==> config.mk <==
export PLATFORM = sky130hd
export DESIGN_NAME = wake_broadcast
export DESIGN_NICKNAME = d
export VERILOG_FILES = /design/src/rtl/issue_pkg.sv /design/src/rtl/wake_delay_line.sv /design/src/rtl/wake_broadcast.sv
export SDC_FILE = /design/constraint.sdc
export NUM_CORES = 1
export LEC_CHECK = 0
export CAP_MARGIN = 20
export CORE_ASPECT_RATIO = 0.7
export CORE_MARGIN = 3
export CORE_UTILIZATION = 55
export DETAILED_ROUTE_END_ITERATION = 8
export DONT_BUFFER_PORTS = 1
export GPL_TIMING_DRIVEN = 0
export PLACE_DENSITY = 0.71
export SLEW_MARGIN = 20
export SYNTH_ARGS = -nofsm -noshare
export SYNTH_HDL_FRONTEND = slang
export SYNTH_HIERARCHICAL = 1
export SYNTH_SLANG_ARGS = --single-unit
==> constraint.sdc <==
create_clock -name clk -period 0.9 [get_ports clk]
set_clock_uncertainty 0.2 [all_clocks]
set_input_delay 0.18 -clock clk [delete_from_list [all_inputs] [get_ports clk]]
set_output_delay 0.18 -clock clk [all_outputs]
set_load 0.02 [all_outputs]
==> src/rtl/issue_pkg.sv <==
`default_nettype none
// ============================================================================
//  Module      : issue_pkg
//  Description : Shared types and constants for the issue stage and the
//                issue-queue wakeup interface.
//                  issued_instr_t - one issued instruction. Only valid/dst
//                                   matter for wakeup.
//                  issue_data_t   - one cycle of issue: 4 alu, 2 mem,
//                                   1 branch, 1 mult.
//                  wake_req_t     - one wake broadcast (valid + preg id).
//  Revision    : 1.0 - initial release
// ============================================================================
package issue_pkg;

    localparam int PREG_W   = 7;
    localparam int WAKE_NUM = 12;

    // Fixed broadcast latencies, counted from issue cycle to wake cycle.
    localparam int LOAD_LAT = 3;
    localparam int MULT_LAT = 3;
    localparam int ALU_LAT  = 1;
    localparam int LATE_NUM = 4;

    // Where each producer lands on the wake bus.
    localparam int WAKE_ALU_BASE  = 0;
    localparam int WAKE_MEM_BASE  = 4;
    localparam int WAKE_BR        = 6;
    localparam int WAKE_MULT      = 7;
    localparam int WAKE_LATE_BASE = 8;

    // Elaboration fails with a divide-by-zero if the slot map and the
    // wake bus width ever disagree.
    localparam int LATE_NUM_CHECK = 1 / (((8 + LATE_NUM) == WAKE_NUM) ? 1 : 0);

    typedef struct packed {
        logic              valid;
        logic [PREG_W-1:0] dst;
        logic [3:0]        op;
    } issued_instr_t;

    typedef struct packed {
        issued_instr_t [3:0] alu_issue;
        issued_instr_t [1:0] mem_issue;
        issued_instr_t [0:0] branch_issue;
        issued_instr_t [0:0] mult_issue;
    } issue_data_t;

    typedef struct packed {
        logic              valid;
        logic [PREG_W-1:0] id;
    } wake_req_t;

    // Preg 0 is never allocated, so it is never woken. Invalid wakes carry
    // id 0.
    function automatic wake_req_t to_wake(input issued_instr_t ins);
        wake_req_t w;
        w.valid = ins.valid && (ins.dst != '0);
        w.id    = w.valid ? ins.dst : '0;
        return w;
    endfunction

    // Delay-line depth for each issue-driven slot 0..7.
    function automatic int slot_lat(input int slot);
        if (slot == WAKE_MULT)
            return MULT_LAT;
        else if (slot >= WAKE_MEM_BASE && slot < WAKE_MEM_BASE + 2)
            return LOAD_LAT;
        else
            return ALU_LAT;
    endfunction

endpackage
`default_nettype wire

==> src/rtl/wake_delay_line.sv <==
`default_nettype none
// ============================================================================
//  Module      : wake_delay_line
//  Description : Shift register delaying a wake request by DEPTH cycles.
//                  clk, rst_n - clock, asynchronous active-low reset
//                  clear      - kill every entry already in flight
//                  in         - wake request captured this cycle
//                  out        - wake request captured DEPTH cycles ago
//                               (registered)
//  Revision    : 1.0 - initial release
// ============================================================================
module wake_delay_line
    import issue_pkg::*;
#(
    parameter int DEPTH = 1
) (
    input  logic      clk,
    input  logic      rst_n,
    input  logic      clear,
    input  wake_req_t in,
    output wake_req_t out
);

    localparam int DEPTH_CHECK = 1 / ((DEPTH >= 1) ? 1 : 0);

    wake_req_t [DEPTH-1:0] stage_q;
    wake_req_t [DEPTH-1:0] stage_d;

    // clear kills only entries already in flight. The entry arriving this
    // cycle still loads into stage 0. A load that misses must not kill an
    // instruction issued on the same pipe in the same cycle. Callers that
    // need to discard the new entry as well, such as on a flush, drive in
    // to zero.
    always_comb begin
        stage_d[0] = in;
        for (int i = 1; i < DEPTH; i++) begin
            stage_d[i] = clear ? '0 : stage_q[i-1];
        end
    end

    always_ff @(posedge clk or negedge rst_n) begin
        if (!rst_n) begin
            stage_q <= '0;
        end else begin
            stage_q <= stage_d;
        end
    end

    assign out = stage_q[DEPTH-1];

endmodule
`default_nettype wire

==> src/rtl/wake_broadcast.sv <==
`default_nettype none
// ============================================================================
//  Module      : wake_broadcast
//  Description : Turns issued instructions into timed wake broadcasts for
//                the issue queues. Each issue port has a fixed-latency delay
//                line. Four late-writeback slots pass through with a single
//                register stage.
//                  clk, resetn - clock, asynchronous active-low reset
//                  flush       - kill all pending wakes and this cycle's
//                                inputs
//                  issue       - this cycle's issued instructions
//                  mem_cancel  - per mem pipe: kill that pipe's in-flight
//                                wakes
//                  late_wb     - late writebacks needing a wake
//                  wake        - registered broadcast, WAKE_NUM slots
//  Revision    : 1.0 - initial release
// ============================================================================
module wake_broadcast
    import issue_pkg::*;
(
    input  logic                         clk,
    input  logic                         resetn,
    input  logic                         flush,
    input  issue_data_t                  issue,
    input  logic [1:0]                   mem_cancel,
    input  wake_req_t [LATE_NUM-1:0]     late_wb,
    output wake_req_t [WAKE_NUM-1:0]     wake
);

    wake_req_t [7:0]          line_in;
    logic      [7:0]          line_clr;
    wake_req_t [LATE_NUM-1:0] late_q;
    wake_req_t [LATE_NUM-1:0] late_d;
    logic                     w_unused_ops;

    // The delay-line inputs are gated by flush, so a flush also discards
    // this cycle's issue.
    always_comb begin
        line_in  = '0;
        line_clr = {8{flush}};
        if (!flush) begin
            for (int k = 0; k < 4; k++) begin
                line_in[WAKE_ALU_BASE + k] = to_wake(issue.alu_issue[k]);
            end
            for (int p = 0; p < 2; p++) begin
                line_in[WAKE_MEM_BASE + p] = to_wake(issue.mem_issue[p]);
            end
            line_in[WAKE_BR]   = to_wake(issue.branch_issue[0]);
            line_in[WAKE_MULT] = to_wake(issue.mult_issue[0]);
        end
        for (int p = 0; p < 2; p++) begin
            line_clr[WAKE_MEM_BASE + p] = flush | mem_cancel[p];
        end
    end

    generate
        for (genvar s = 0; s < 8; s++) begin : g_line
            wake_delay_line #(
                .DEPTH (slot_lat(s))
            ) u_line (
                .clk   (clk),
                .rst_n (resetn),
                .clear (line_clr[s]),
                .in    (line_in[s]),
                .out   (wake[s])
            );
        end
    endgenerate

    // Late writebacks are not filtered on dst==0; those producers already
    // know the target is real. id is still zeroed when valid is low.
    always_comb begin
        late_d = '0;
        for (int i = 0; i < LATE_NUM; i++) begin
            if (!flush && late_wb[i].valid) begin
                late_d[i] = late_wb[i];
            end
        end
    end

    always_ff @(posedge clk or negedge resetn) begin
        if (!resetn) begin
            late_q <= '0;
        end else begin
            late_q <= late_d;
        end
    end

    generate
        for (genvar i = 0; i < LATE_NUM; i++) begin : g_late
            assign wake[WAKE_LATE_BASE + i] = late_q[i];
        end
    endgenerate

    // Opcode fields ride along on the issue bus but play no part in wakeup.
    always_comb begin
        w_unused_ops = 1'b0;
        for (int k = 0; k < 4; k++) w_unused_ops = w_unused_ops ^ (^issue.alu_issue[k].op);
        for (int p = 0; p < 2; p++) w_unused_ops = w_unused_ops ^ (^issue.mem_issue[p].op);
        w_unused_ops = w_unused_ops ^ (^issue.branch_issue[0].op) ^ (^issue.mult_issue[0].op);
    end

endmodule
`default_nettype wire

Word level (Yosys, flattened, before mapping)
Cells that the tools add are included.
Word-level totals
  register bits after elaboration: 144
  input port bits: 133
  output and inout bits: 96
  logic and storage cells: 78
Operators by class
  mux-type cells: 19
  bitwise gates (word level): 2
  reductions and logical operators: 21
Operators with widths (count)
  $mux 8: 10
  $mux 64: 1
  $mux 7: 8
  $reduce_bool 7->1: 8
  $logic_and 1x1->1: 12
  $or 1x1->1: 2
  $logic_not 1->1: 1

Depth between registers and ports, before layout
Gate-level depths: netlist (run 1).
  depth after elaboration: 4
  depth in mapped cells: 4
  mapped depth without buffers: 2

Hierarchy
The synthesis (run 1) kept the hierarchy.
Modules (own cells, without submodules)
  wake_delay_line (g_line[4].u_line ...): instances 3, cells an instance 49, area each 804.5 µm², sequential area each 600.6 µm²
  wake_broadcast: instances 1, cells an instance 155, area each 1660.3 µm², sequential area each 800.8 µm²
  wake_delay_line (g_line[0].u_line ...): instances 5, cells an instance 8, area each 200.2 µm², sequential area each 200.2 µm²

Worst setup path after synthesis (run 1)
No wires, ideal clock.
  path type: input port to flip-flop
  start: input flush
  end: register g_line[4].u_line/stage_q[10] in the netlist's numbering
  setup time: 0.073 ns
  arrival: 0.916 ns
  data required time: 0.627 ns
  path slack: -0.288 ns
  stages: 4
  buffers on the path: 2
  cell sequence: buf_6 > or2_2 > buf_6 > nor2b_1
RTL lines
  start: declaration: RTL line wake_broadcast.sv:23  | input logic flush,
  end signal: assignment: RTL line wake_delay_line.sv:45  | stage_q <= stage_d;
  end: declaration: RTL line wake_delay_line.sv:26  | wake_req_t [DEPTH-1:0] stage_q;

Worst setup path in the final report (run 1)
  start: register g_line[5].u_line.stage_q, in the netlist g_line[5].u_line/out[4]
  end: output wake[44] in the netlist's numbering
RTL lines
  start: declaration: RTL line wake_delay_line.sv:26
  start signal: assignment: RTL line wake_delay_line.sv:45
  end: declaration: RTL line wake_broadcast.sv:27  | output wake_req_t [WAKE_NUM-1:0] wake
No word-level cell between the ends.

==> results of run 1 <==
-- synthesized netlist by cell type (4+ instances only) --
library cell	count	area, um^2
a21boi_0	4	30.0
and2b_2	22	193
dfrtp_1	144	3600
nor2b_4	8	110
and2_1	84	526
nor2b_2	21	184
buf_4	24	180
nor3_1	8	40.0
buf_6	4	45.0
nor2b_1	9	56.3
nor4_1	8	50.1
a21boi_2	4	45.0
-- stage by stage --
step / util, % / hold slack, ns / cell area, um^2 / power [uW] / TNS (ns)
global placement: 60.1 / -0.313 / 5240 / 7420 / -7.53
floorplan: - / -0.316 / 5090 / 7340 / -4.73
detailed placement: 60.1 / -0.313 / 5240 / 7430 / -8.53
CTS: 78.6 / -0.747 / 6860 / 14900 / -35.63
global route: 81.2 / -0.760 / 7080 / 15400 / -36.09
finish: 81.2 / -0.733 / 7080 / 14900 / -32.85
-- where the power goes --
| part | internal (uW) | leakage (uW) | total [uW] | switching, uW |
|---|---|---|---|---|
| sequential | 6710 | 0.00185 | 6960 | 258 |
| combinational | 505 | 0.00149 | 817 | 312 |
| clock | 4620 | 0.000301 | 7100 | 2480 |
| total | 11800 | 0.00364 | 14900 | 3050 |
-- metal layers --
metal | up-vias | part of all wire, % | track usage [%]
met2 | 122 | 54 | 35.1
met3 | 19 | 7.2 | 9.59
met1 | 1402 | 37 | 24.1
li1 | 1264 | - | -
met4 | 0 | 2.0 | 8.85
met5 | - | 0 | 0
-- layout make-up --
type	instances	share of cell area [%]
flip-flops and latches	144	52.1
multi-input cells	170	19.0
repair buffers	84	13.6
clock buffers	21	6.78
plain buffers	28	4.57
well taps	120	2.12
clock inverters	10	1.89
-- sequential cells by signal, summed over array words and instances (netlist names) --
| name | count |
|---|---|
| g_line.u_line/out | 64 |
| g_line.u_line/stage_q | 48 |
| wake | 32 |
-- logic make-up after synthesis --
logic type / Yosys count / synth area share, %
and+or+nand+nor: 162 / 23.1
DFF: 144 / 71.0
buffers and inverters: 28 / 4.44
AOI/OAI and AO/OA: 8 / 1.48
-- worst paths after layout --
| check | end | slack, ns | depth (start not counted) |
|---|---|---|---|
| setup reg to reg | g_line[4].u_line/out[1] | 0.03 | 1 |
| max in group asynchronous | wake[92] | 1.10 | 0 |
| setup / recovery | wake[44] | -0.41 | 1 |
| min in group clk | wake[79] | -0.26 | 1 |
| hold reg to reg | g_line[4].u_line/out[4] | 0.25 | 1 |
| hold / removal | g_line[5].u_line/out[1] | -0.73 | 0 |
-- repair_timing --
item / in CTS / in global routing
pin swaps: 0 / 22
setup buffers: 0 / 0
gates resized for setup: 84 / 77
endpoints found under the setup margin: 96 / 104
hold endpoints to repair: 288 / 288
==> results.ini, run 1 <==
[finish]
finalNetCount = 578
fillers = 424
area_delta_synth_final_pct = 39.6
final_cell_mix = and2_1, dfrtp_1, dfrtp_2
multi_input_area_mm2 = 0.00134
drive_gt1_share_pct = 43.5
finalNonFillerCells = 577
seqCellArea_mm2 = 0.00369
insertedDiodeCount = 0
final_common_cell = and2_1

[place]
place_ws_ns = -0.250
io_buffers = 0
dp_hpwl_um = 6040
placed_cells = 462
place.gp.congestion = 0.740

[synthesis]
ys_seq_area_share_pct = 71.0
synth_area_per_cell_um2 = 14.8
synth_warnings = 6
synthArstFlopShare_pct = 100
ys_ff_latch = 144
syn-instance-count = 342
synth_fp_nets = 475
synth_edf_count = 0
synth_flop_cell = dfrtp_1
synth.distinct_cells = 13
syn-cell-area_mm2 = 0.00507

[setup_path]
worstSetupStartpointType = flop
cp_max_fo = 1
crit_chain = buf_6
cp_top_family = flip-flops
critical_path_required_ns = 0.52
cp_slowest_cell = dfrtp_1
cp-end-kind = output port
critPathMaxStageDelay_ns = 0.39
crit_type = flop to output port
r2r-start = g_line[4].u_line/stage_q[9]
critPathLaunch = g_line[5].u_line/out[4]
critical_path_buf_inv_count = 1
worstPathArrival_ns = 0.93

[timing]
rsz0062_at_grt = yes
slew_headroom_pct = 81.1
fmax_ghz = 0.762
min_period_ns = 1.31
setup_ws_ns = -0.413
post-route-period-util_pct = 146
slew_violations = 0
max_slew.worst_pin.slew_ns = 0.282
timing.final.hold_violations = 288
holdWs_ns = -0.733
setup_violations = 98

[clock_network]
cts_buffers = 17
clkLatencyLatePin_ns = 0.40
path_clk_slew_ns = 0.06
clk_path_buf_depth = 2
cts_tree = done
clock-sinks = 144
cts-root-buf = clkbuf_16
cts_hold_buf = 84
cts-htree-levels = 4

[floorplanning]
num_rows = 28
pin_count = 229
start_util_pct = 58.2
fp.dieH_um = 86.4
fp.dieW_um = 121
core_area_mm2 = 0.00872
dieArea_mm2 = 0.0104

[route]
dr.first_iter.drc_count = 159
post_drt_wl_per_cell_um = 19.5
vias = 2807
routed_wl_um = 11200
drc = 0
first_pass_iters = 4
ant_nets = 0
via_per_inst = 4.86

[grt]
grt_pass1_wl_um = 16200
grt_use_total_pct = 21.1
antenna_found_initial = 0
grt_max_degree = 145
overflow = 0
grt_pass1_vias = 3044

[worst_hold_path]
hp-class = primary input to async pin

[status]
violations = hold timing, setup timing
status = finished with violations

[pwr]
ir_drop_mv = 1.36
leakagePower_uw = 0.00364
power_density_mw_per_mm2 = 2100

[run]
drv_cap = 0

Note: power is estimated with default switching activity, not from simulation.
==> run 2, diff against run 1 <==
--- a/config.mk
+++ b/config.mk
@@ -13,6 +13,7 @@
 export DONT_BUFFER_PORTS = 1
 export GPL_TIMING_DRIVEN = 0
 export PLACE_DENSITY = 0.71
+export SKIP_CTS_REPAIR_TIMING = 1
 export SLEW_MARGIN = 20
 export SYNTH_ARGS = -nofsm -noshare
 export SYNTH_HDL_FRONTEND = slang
==> run 2 against run 1 <==
The run still ends with hold timing, setup timing left. First-iteration DRC count shrank 26%. Combinational power shrank 11%. Via count shrank 2.1%. Clock-buffer cell count is the same. Clock power is essentially flat. Hold slack gained 0.0011 ns. Non-clock buffer count is the same. Critical path type unchanged. Fmax grew 0.62%. Sequential cell count is the same. Register-to-register slack is essentially flat. Setup slack gained 0.0081 ns.
==> results.ini, run 2 (synthesis results as in run 1) <==
[status]
status = finished with violations
violations = hold timing, setup timing

[setup_path]
critical_path_buf_inv_count = 1
cp_top_family = flip-flops
crit_type = flop to output port
worstSetupStartpointType = flop
critPathMaxStageDelay_ns = 0.39
cp_max_fo = 1
worstPathArrival_ns = 0.92
cp-end-kind = output port
crit_chain = buf_6
critical_path_required_ns = 0.52
cp_slowest_cell = dfrtp_1

[route]
first_pass_iters = 4
drc = 0
ant_nets = 0
dr.first_iter.drc_count = 118
routed_wl_um = 10300
post_drt_wl_per_cell_um = 17.8
via_per_inst = 4.76
vias = 2747

[floorplanning]
start_util_pct = 58.2
fp.dieW_um = 121
pin_count = 229
fp.dieH_um = 86.4
dieArea_mm2 = 0.0104
num_rows = 28
core_area_mm2 = 0.00872

[place]
place_ws_ns = -0.250
place.gp.congestion = 0.740
io_buffers = 0
dp_hpwl_um = 6040
placed_area_mm2 = 0.00524

[grt]
grt_pass1_wl_um = 13200
grt_use_total_pct = 17.3
grt_max_degree = 145
grt_pass1_vias = 2562
overflow = 0
antenna_found_initial = 0

[timing]
fmax_ghz = 0.766
min_period_ns = 1.30
setup_violations = 104
post-route-period-util_pct = 145
slew_headroom_pct = 75.7
rsz0062_at_grt = yes
max_slew.worst_pin.slew_ns = 0.361
final.setup.tns_ns = -34.21
holdWs_ns = -0.732
timing.final.hold_violations = 288
setup_ws_ns = -0.405
slew_violations = 0

[pwr]
power_density_mw_per_mm2 = 2150
leakagePower_uw = 0.00320
ir_drop_mv = 1.28

[clock_network]
cts_tree = done
clkLatencyLatePin_ns = 0.40
cts-htree-levels = 4
clk_path_buf_depth = 2
clock-sinks = 144
cts_buffers = 17
cts-root-buf = clkbuf_16
path_clk_slew_ns = 0.06

[finish]
fillers = 467
multi_input_area_mm2 = 0.00125
final_cell_mix = and2_1, dlygate4sd3_1, dfrtp_1
fin_area_mm2 = 0.00687
seqCellArea_mm2 = 0.00368
largest_reg_flops = 64
drive_gt1_share_pct = 39.6
finalNetCount = 578
post-route-util_pct = 78.7
area_delta_synth_final_pct = 35.3
insertedDiodeCount = 0

[run]
drv_cap = 0

[worst_hold_path]
hp-class = primary input to async pin

[run 2: final cells by class]
cell class	count	area share (%)
plain buffers	28	4.72
clock buffers	21	7.00
clock inverters	10	1.95
multi-input cells	170	18.2
flip-flops and latches	144	53.7
well taps	120	2.19
repair buffers	84	12.2
[run 2: per-layer routing]
layer | track usage, % | up-vias | part of all wire, %
li1 | - | 1260 | -
met1 | 18.3 | 1351 | 37
met3 | 10.4 | 21 | 7.5
met5 | 0 | - | 0
met2 | 28.0 | 115 | 53
met4 | 8.23 | 0 | 2.1
[run 2: report_power, final]
part	leakage, uW	total, uW	internal (uW)	switching [uW]
combinational	0.00104	730	459	271
sequential	0.00185	6960	6710	255
clock	0.000301	7070	4620	2450
total	0.00320	14800	11800	2970
[run 2: metrics by stage]
| stage | total power (uW) | cells |
|---|---|---|
| finish | 14800 | 577 |
| global route | 15300 | 577 |
| CTS | 14500 | 493 |
| detailed placement | 7430 | 462 |
| global placement | 7420 | 462 |
| floorplan | 7340 | 342 |
[run 2: path summary, 6_finish.rpt]
kind | start | end | slack, ns | cells after the start
min reg2reg | g_line[4].u_line/stage_q[12] | g_line[4].u_line/out[4] | 0.25 | 1
min | resetn | g_line[5].u_line/out[1] | -0.73 | 0
max in group asynchronous | resetn | wake[90] | 1.04 | 0
max reg2reg | g_line[7].u_line/stage_q[9] | g_line[7].u_line/out[1] | 0.02 | 1
max | g_line[7].u_line/out[7] | wake[63] | -0.40 | 1
min in group clk | late_wb[15] | wake[79] | -0.26 | 1
==> run 3, diff against run 2 <==
==> constraint.sdc (replaced) <==
create_clock -name clk -period 1.4 [get_ports clk]
set_clock_uncertainty 0.2 [all_clocks]
set_input_delay 0.28 -clock clk [delete_from_list [all_inputs] [get_ports clk]]
set_output_delay 0.28 -clock clk [all_outputs]
set_load 0.02 [all_outputs]
==> run 3 against run 2 <==
The flow now stops in global routing. Synthesized cell count did not move. Synthesized area did not move.
==> results.ini, run 3 <==
[floorplanning]
fp.dieH_um = 86.4
fp.dieW_um = 121
num_rows = 28
start_util_pct = 58.2
pin_count = 229

[synthesis]
synth_flop_cell = dfrtp_1
ys_seq_area_share_pct = 71.0
yosys.area.top_type = dfrtp_1
syn-cell-area_mm2 = 0.00507
synth_area_leaders = dfrtp_1, and2_1, and2b_2
synth_top_area_share_pct = 71.0
ys_ff_latch = 144
synth_fp_nets = 475
synth.distinct_cells = 13
yosys.cell_count.top_type = dfrtp_1
synthArstFlopShare_pct = 100
synth_edf_count = 0
synth_area_per_cell_um2 = 14.8
syn-instance-count = 342
synth_warnings = 6
synth_common_cells = dfrtp_1, and2_1, buf_4

[clock_network]
cts-root-buf = clkbuf_16
cts-htree-levels = 4
cts_buffers = 17
clk_path_buf_depth = 2
clock-sinks = 144

[place]
place.gp.congestion = 0.731
dp_hpwl_um = 6040
io_buffers = 0

[timing]
worstEpCategory = top-level output
postGrtWorstEndpoint = wake[61]

[grt]
grt_max_degree = 145

[status]
stop_error = [ERROR RSZ-0060] Max buffer count reached.
stop_stage = global routing
status = did not finish

## run 3: stage by stage
stage | hold slack [ns] | setup slack, ns | TNS [ns] | area (um^2) | instances
2_1_floorplan | -0.216 | 0.112 | 0 | 5070 | 342
3_3_place_gp | -0.213 | 0.00964 | 0 | 5230 | 462
3_5_place_dp | -0.213 | -0.00532 | -0.00616 | 5230 | 462
4_1_cts | -0.649 | -0.0397 | -0.369 | 5850 | 493
## run 3: logic make-up after synthesis
group	count (synthesis)	synth area share [%]
simple gates	162	23.1
flops	144	71.0
buf+inv	28	4.44
compound gates	8	1.48
==> run 4, diff against run 3 <==
--- a/config.mk
+++ b/config.mk
@@ -6,13 +6,12 @@
 export NUM_CORES = 1
 export LEC_CHECK = 0
 export CAP_MARGIN = 20
-export CORE_ASPECT_RATIO = 0.7
 export CORE_MARGIN = 3
-export CORE_UTILIZATION = 55
+export CORE_UTILIZATION = 40
 export DETAILED_ROUTE_END_ITERATION = 8
 export DONT_BUFFER_PORTS = 1
 export GPL_TIMING_DRIVEN = 0
-export PLACE_DENSITY = 0.71
+export PLACE_DENSITY_LB_ADDON = 0.15
 export SKIP_CTS_REPAIR_TIMING = 1
 export SLEW_MARGIN = 20
 export SYNTH_ARGS = -nofsm -noshare
==> run 4 against run 3 <==
The flow now finishes, with violations (hold timing, setup timing).
==> results.ini, run 4 (synthesis results as in run 1) <==
[place]
io_buffers = 0
place.gp.congestion = 0.727
dp_hpwl_um = 5980
place_ws_ns = -0.0250

[clock_network]
cts_buffers = 17
clk_path_buf_depth = 2
cts-root-buf = clkbuf_16
path_clk_slew_ns = 0.06
clkLatencyLatePin_ns = 0.40
cts-htree-levels = 4
clock-sinks = 144
cts_tree = done

[route]
ant_nets = 0
drc = 0
first_pass_iters = 4
routed_wl_um = 10400
via_per_inst = 4.34
vias = 2819
routedLengthMet1_um = 4040
dr_wl_met3_um = 771
dr.first_iter.drc_count = 143
wl_met2_um = 5300
top_layer = met4
post_drt_wl_per_cell_um = 16.0

[floorplanning]
fp.dieH_um = 119
start_util_pct = 41.6
num_rows = 40
fp.dieW_um = 119
core_area_mm2 = 0.0122
pin_count = 229
dieArea_mm2 = 0.0141

[setup_path]
crit_top_cell = dlygate4sd3_1
cp_top_family = buffers and inverters
critPathMaxStageDelay_ns = 0.57
rrSetupSlack_ns = 0.55
crit_chain = dlygate4sd3_1, and2_1, dlygate4sd3_1
cp_max_fo = 1
crit_type = primary input to flop
critPathLaunch = late_wb[3]
critical_path_buf_inv_count = 2
worstPathArrival_ns = 1.54
worstSetupStartpointType = primary input
cp-end-kind = flop
worstReg2RegEnd = g_line[5].u_line/out[7]
r2r-start = g_line[5].u_line/stage_q[15]
critical_path_required_ns = 1.48
cp_slowest_cell = dlygate4sd3_1
rr_worst_depth = 1

[finish]
final_common_cell = dfrtp_1
insertedDiodeCount = 0
final_cell_mix = dfrtp_1, dlygate4sd3_1, and2_1
largest_reg_flops = 64
drive_gt1_share_pct = 23.7
finalNetCount = 602
area_delta_synth_final_pct = 39.7

[status]
violations = hold timing, setup timing
status = finished with violations

[pwr]
ir_drop_mv = 0.745
power_density_mw_per_mm2 = 1370
leakagePower_uw = 0.00343
power_uw = 9740

[timing]
slew_violations = 0
holdWs_ns = -0.626
min_period_ns = 1.46
fmax_ghz = 0.685
timing.final.hold_violations = 144
max_slew.worst_pin.slew_ns = 0.363
setup_ws_ns = -0.0599
setup_violations = 13
rsz0062_at_grt = yes
post-route-period-util_pct = 104
slew_headroom_pct = 75.6

[grt]
grt_use_total_pct = 13.2
antenna_found_initial = 0
grt_pass1_wl_um = 14100
grt_max_degree = 145
overflow = 0
grt_pass1_vias = 2627

[worst_hold_path]
hp-class = primary input to async pin

[run]
drv_cap = 0

==> run 4: cell type report <==
type,count,area (um^2)
clock inverter,11,186
tap,168,210
clock buffer,20,447
sequential,144,3600
buffer,28,315
multi-input combinational,170,1250
timing repair buffer,108,1080
fill,975,5120
==> run 4: worst max path at each step <==
stage,cells after the start,to
4_1_cts,1,wake[59]
3_5_place_dp,4,g_line[5].u_line/stage_q[10]
2_1_floorplan,4,g_line[4].u_line/stage_q[10]
5_1_grt,3,wake[74]
6_report,3,wake[67]
3_3_place_gp,4,g_line[4].u_line/stage_q[12]
==> run 4: power by group <==
group	total (uW)	internal, uW	switching (uW)
logic	507	326	180
clock network	4780	3190	1580
registers	4460	4300	161
total	9740	7810	1930
==> run 4: metal layers <==
metal / GRT usage [%] / up-vias
met2: 20.1 / 122
met1: 15.1 / 1372
li1: - / 1303
met4: 6.81 / 0
met3: 6.79 / 22
met5: 0 / -
==> run 4: stage by stage <==
stage / instances / setup TNS (ns) / utilization [%] / instance area, um^2 / hold WS [ns]
2_1_floorplan: 342 / 0 / - / 5070 / -0.216
3_3_place_gp: 510 / 0 / 43.3 / 5290 / -0.212
3_5_place_dp: 510 / -0.0250 / 43.3 / 5290 / -0.212
4_1_cts: 541 / -0.437 / 48.5 / 5920 / -0.651
5_1_grt: 649 / -0.853 / 58.1 / 7090 / -0.656
6_report: 649 / -0.382 / 58.1 / 7090 / -0.626
